## config.mk

```make
export PLATFORM = sky130hd
export DESIGN_NAME = reg_file
export DESIGN_NICKNAME = d
export VERILOG_FILES = /design/src/rtl/reg_file_pkg.sv /design/src/rtl/reg_file_rport.sv /design/src/rtl/reg_file.sv
export SDC_FILE = /design/constraint.sdc
export NUM_CORES = 2
export LEC_CHECK = 0
export CORE_UTILIZATION = 60
export DETAILED_ROUTE_END_ITERATION = 10
export HOLD_SLACK_MARGIN = 0.02
export PLACE_DENSITY = 0.75
export SYNTH_ARGS = -nofsm -noshare
export SYNTH_HDL_FRONTEND = slang
export SYNTH_SLANG_ARGS = --single-unit
```

## constraint.sdc

```tcl
create_clock -name clk -period 4.4 [get_ports clk]
set_input_delay 1.32 -clock clk [delete_from_list [all_inputs] [get_ports clk]]
set_output_delay 1.32 -clock clk [all_outputs]
set_load 0.01 [all_outputs]
```

## src/rtl/reg_file_pkg.sv

```systemverilog
// rtl/reg_file_pkg.sv - shared widths, sizes and types for the CPU register file
package reg_file_pkg;

    localparam int DEF_DATA_W = 32;
    localparam int DEF_ADDR_W = 5;
    localparam int NREGS      = 2 ** DEF_ADDR_W;

    localparam logic [4:0] ZERO_REG = 5'd0;

    typedef logic [DEF_DATA_W-1:0] word_t;
    typedef logic [DEF_ADDR_W-1:0] regaddr_t;

endpackage

```

## src/rtl/reg_file_rport.sv

```systemverilog
// rtl/reg_file_rport.sv - combinational read port with hardwired zero register
// Optional write-through forwarding under REGFILE_WRITE_BYPASS_EN.
module reg_file_rport
    import reg_file_pkg::*;
#(
    parameter int DATA_W = DEF_DATA_W,
    parameter int ADDR_W = DEF_ADDR_W,
    parameter int NREGS  = 2 ** ADDR_W
) (
    input  logic [DATA_W-1:0] regs [1:NREGS-1],
    input  logic [ADDR_W-1:0] rn,
`ifdef REGFILE_WRITE_BYPASS_EN
    input  logic              clrn,
    input  logic              we,
    input  logic [ADDR_W-1:0] wn,
    input  logic [DATA_W-1:0] d,
`endif
    output logic [DATA_W-1:0] q
);

    always_comb begin
        q = '0;
        if (rn != ADDR_W'(ZERO_REG)) begin
            q = regs[rn];
        end
`ifdef REGFILE_WRITE_BYPASS_EN
        // Forward the in-flight write so a same-cycle reader sees the new value.
        if (clrn && we && (wn != ADDR_W'(ZERO_REG)) && (wn == rn)) begin
            q = d;
        end
`endif
    end

endmodule

```

## src/rtl/reg_file.sv

```systemverilog
// rtl/reg_file.sv - 32x32 register file, two combinational reads, one clocked write
// Read-port forwarding is enabled by defining REGFILE_WRITE_BYPASS_EN.
module reg_file
    import reg_file_pkg::*;
#(
    parameter int DATA_W = DEF_DATA_W,
    parameter int ADDR_W = DEF_ADDR_W
) (
    input  logic              clk,
    input  logic              clrn,
    input  logic [ADDR_W-1:0] rna,
    input  logic [ADDR_W-1:0] rnb,
    input  logic [DATA_W-1:0] d,
    input  logic [ADDR_W-1:0] wn,
    input  logic              we,
    output logic [DATA_W-1:0] qa,
    output logic [DATA_W-1:0] qb
);

    localparam int N = 2 ** ADDR_W;

    // Entry 0 has no storage; the read ports synthesise it as zero.
    logic [DATA_W-1:0] regs [1:N-1];

    always_ff @(posedge clk or negedge clrn) begin
        if (!clrn) begin
            for (int i = 1; i < N; i++) begin
                regs[i] <= '0;
            end
        end else if (we && (wn != ADDR_W'(ZERO_REG))) begin
            regs[wn] <= d;
        end
    end

    reg_file_rport #(
        .DATA_W (DATA_W),
        .ADDR_W (ADDR_W),
        .NREGS  (N)
    ) u_rport_a (
        .regs (regs),
        .rn   (rna),
`ifdef REGFILE_WRITE_BYPASS_EN
        .clrn (clrn),
        .we   (we),
        .wn   (wn),
        .d    (d),
`endif
        .q    (qa)
    );

    reg_file_rport #(
        .DATA_W (DATA_W),
        .ADDR_W (ADDR_W),
        .NREGS  (N)
    ) u_rport_b (
        .regs (regs),
        .rn   (rnb),
`ifdef REGFILE_WRITE_BYPASS_EN
        .clrn (clrn),
        .we   (we),
        .wn   (wn),
        .d    (d),
`endif
        .q    (qb)
    );

endmodule

```

==> PnR_summary.wiki <==
{| class="wikitable"
! Metric !! Value
|-
| IO Count || 114
|-
| Kind of capture point of the worst setup path || primary output
|-
| Final estimated routing congestion in global placement || 0.871
|-
| Share of final-layout standard cells stronger than drive strength 1 || 0.499
|-
| Most area-hungry cell type in the Yosys netlist || dfrtp_1
|-
| Arrival @ worst endpoint || 3.19 ns
|-
| Final wirelength || 177000 µm
|-
| Count of nets after finishing || 4477
|-
| Critical path's top delay family || buffers and inverters
|-
| Number of nets with antenna violations after routing || 0
|-
| Maximum clock rate || 0.222 GHz
|-
| Final global-route overflow total || 0
|-
| Final Hold Slack || 0.517 ns
|-
| Maximum number of pins on one net before global-route repair || 129
|-
| Number of remaining DRC errors || 13
|-
| Final Cycle Share || 1.02
|-
| Num CTS Buffers || 106
|-
| Number of hold violations in the final report || 0
|-
| Endpoint required time on the critical path || 3.08 ns
|-
| Crit path buffers/inverters || 7
|-
| Number of global-route vias before repair || 40.6k
|-
| Syn avg cell area || 13.1 µm²
|-
| Die span in x || 301 µm
|-
| Critical Path Start Type || input port
|-
| Starting density of the core || 0.606
|-
| Input/output buffers || 113
|-
| Delay of the slowest cell on the worst path || 0.36 ns
|-
| Die area || 0.0906 mm²
|-
| Clock insertion delay at the later pin of the skew report || 0.67 ns
|-
| Total routing usage reported by global routing || 0.384
|-
| Largest registers ranked by flip-flop count || regs: 992 flops
|-
| Max stage delay cell, worst path || a221o_1
|-
| Share of synthesized area occupied by flip-flops and latches || 0.463
|-
| Maximum buffer depth of the clock tree || 3
|-
| Final Max Slew Viols || 0
|-
| Clock-pin slew on the worst setup and hold paths || 0.06 ns
|-
| Util after Layout || 0.745
|-
| Met2 global-route usage || 0.582
|-
| Yosys warning count || 0
|-
| TritonCTS sink count || 992
|-
| Row count || 109
|-
| Wirelength per Cell || 31.2 µm
|-
| Tightest slew margin relative to the limit || 0.179
|-
| Worst hold path class || flop to flop
|-
| Areal power density over the cells || 426 mW/mm²
|-
| Number of antenna violations at the first check in global routing || 1
|-
| Highest-utilization routing layer at the global route stage || met2
|-
| DRC violation total after the first TritonRoute iteration || 4542
|-
| Result of the run || finished with violations
|-
| Number of violations of the max-capacitance limit || 0
|-
| Per-cell via count in the routed design || 7.05
|-
| Highest net fanout along the worst path || 8
|-
| Hold-fix buffers at CTS || 0
|-
| Register containing the most flip-flops in the final layout || regs
|-
| Failing checks || DRC, setup timing
|-
| Total number of vias || 40.1k
|-
| Height of the die || 301 µm
|-
| Fraction of post-synthesis cell area in the top cell type by area || 0.463
|-
| Largest register FFs || 992
|-
| Worst IR drop on VDD || 0.396 mV
|-
| Wire length of the first global-routing pass || 260000 µm
|-
| Type of the worst setup path || input port to primary output
|-
| Leading cell types by total area after synthesis || dfrtp_1 (46%), mux2_2 (22%), mux2i_1 (12%)
|-
| Leakage power || 29.8 nW
|-
| Fill cell count || 5373
|-
| Post-route worst setup slack || -0.108 ns
|-
| Worst-path cell chain || buf_16, buf_12, buf_6, buf_12, buf_6, mux2_2, a221o_1, a21oi_4, nor4_2, buf_4, buf_4
|-
| Post-Syn Instances || 4085
|-
| RSZ-0062 raised after global routing || yes
|-
| Clock Tree Root || clkbuf_16
|-
| Area of the core || 0.0885 mm²
|-
| Post-synthesis register bit count || 992
|-
| Final Setup Violations || 14
|-
| TritonCTS clock tree || built
|-
| Post-layout min period || 4.51 ns
|-
| Number of detailed-route iterations in the first pass || 9
|-
| Worst slew pin tran || 1.23 ns
|-
| CTS H-tree depth || 3
|-
| Post-route clock skew || 0 ns
|-
| Met1 Resource Use GR || 0.521
|-
| Half-perimeter wire length after placement || 102000 µm
|-
| Layout-stage area growth over the synthesis result || 22.9%
|-
| Number of nets produced by synthesis || 4135
|-
| Mapped Area || 0.0536 mm²
|-
| Met3 capacity usage during global routing || 0.0909
|-
| Library cells used by synthesis || 35
|}
-- layout by cell type (no fill, tap or decap), types with 16 or more instances in the layout --
cell type	instances
buf_8	16
clkbuf_8	22
dfrtp_1	992
clkdlybuf4s50_1	38
buf_4	355
mux2i_1	631
mux2_2	1040
buf_16	32
clkinv_2	21
clkbuf_16	115
clkbuf_1	28
o22ai_1	234
nor3_1	104
nor3_2	26
a211oi_2	51
a21oi_2	40
mux4_2	131
buf_6	47
a221o_1	64
nor2b_1	62
buf_12	121
a22oi_2	23
a22oi_1	41
nor4_4	19
o22ai_2	17
nor4_2	38
buf_2	25
-- logic make-up after synthesis --
| family | count (synthesis) | share of synthesized area |
|---|---|---|
| AOI/OAI and AO/OA | 512 | 0.0658 |
| and+or+nand+nor | 328 | 0.0352 |
| muxes | 1821 | 0.395 |
| DFF | 992 | 0.463 |
| buffers and inverters | 432 | 0.0413 |
-- power breakdown --
| group | switching, mW | internal, mW | total (mW) |
|---|---|---|---|
| registers | 1.45 | 10.9 | 12.4 |
| logic | 2.83 | 3.61 | 6.44 |
| clock network | 3.80 | 5.50 | 9.30 |
-- routing by layer --
layer,routed length (µm),part of all wire,up-vias
li1,-,-,16298
met1,69600,0.39,20823
met2,80400,0.45,2392
met3,18700,0.11,543
met4,8590,0.048,2
met5,17,0.000096,-
-- per-stage QoR --
stage          instances  setup TNS, ns  cell area [µm²]  setup slack, ns  total power [mW]
2_1_floorplan       4085              0            53600            0.361              16.0
3_3_place_gp        5335         -28.75            58700           -0.704              17.8
3_5_place_dp        5335         -29.70            58700           -0.693              18.1
4_1_cts             5633          -1.73            64900           -0.289              27.7
5_1_grt             5682         -0.918            65900           -0.121              29.1
6_report            5684         -0.537            65900           -0.108              28.1
-- worst paths after layout --
check                          start         to  slack [ns]  cells after the start
max                           rna[0]     qa[15]       -0.11                     11
min                        regs[610]  regs[610]        0.52                      1
max reg2reg                regs[100]  regs[100]        3.53                      1
min reg2reg                regs[610]  regs[610]        0.52                      1
max in group asynchronous       clrn   regs[50]        2.61                      2
min in group asynchronous       clrn  regs[649]        0.61                      1
-- what timing repair did --
| action | CTS | global route |
|---|---|---|
| resized for setup | 446 | 160 |
| setup endpoints to repair | 64 | 58 |
| cloned | 25 | 6 |
| setup buffers | 80 | 61 |
| pin swaps | 111 | 93 |
-- Yosys cell counts --
| cell type | number |
|---|---|
| nand4b_1 | 1 |
| or2_2 | 4 |
| nor4_2 | 11 |
| nor3_2 | 1 |
| mux2_1 | 13 |
| o22ai_1 | 256 |
| nand2_4 | 1 |
| nand2b_1 | 12 |
| nor2b_1 | 73 |
| and3_1 | 1 |
| buf_4 | 77 |
| or2_1 | 1 |
| and2b_1 | 2 |
| and2_1 | 3 |
| a22oi_1 | 64 |
| clkbuf_2 | 3 |
| nand3_1 | 4 |
| or3_1 | 1 |
| a211oi_1 | 64 |
| dfrtp_1 | 992 |
| clkbuf_1 | 185 |
| buf_6 | 19 |
| nor4_1 | 50 |
| mux2_2 | 1043 |
| nand2_1 | 18 |
| buf_2 | 127 |
| buf_1 | 21 |
| nand4_1 | 1 |
| a221o_1 | 64 |
| o211ai_1 | 3 |
| mux2i_1 | 634 |
| nor2_1 | 14 |
| nor3_1 | 130 |
| a21oi_1 | 61 |
| mux4_2 | 131 |
-- final cells by class --
cell class	count	area, µm²	share of cell area
Multi-Input combinational cell	2662	28400	0.430
Sequential cell	992	24800	0.376
Timing Repair Buffer	665	7690	0.117
Clock buffer	159	3140	0.0476
Tap cell	1165	1460	0.0221
Clock inverter	39	472	0.00715
Antenna cell	2	5.00	0.0000759
No activity file was read; power rests on OpenSTA's default activity.
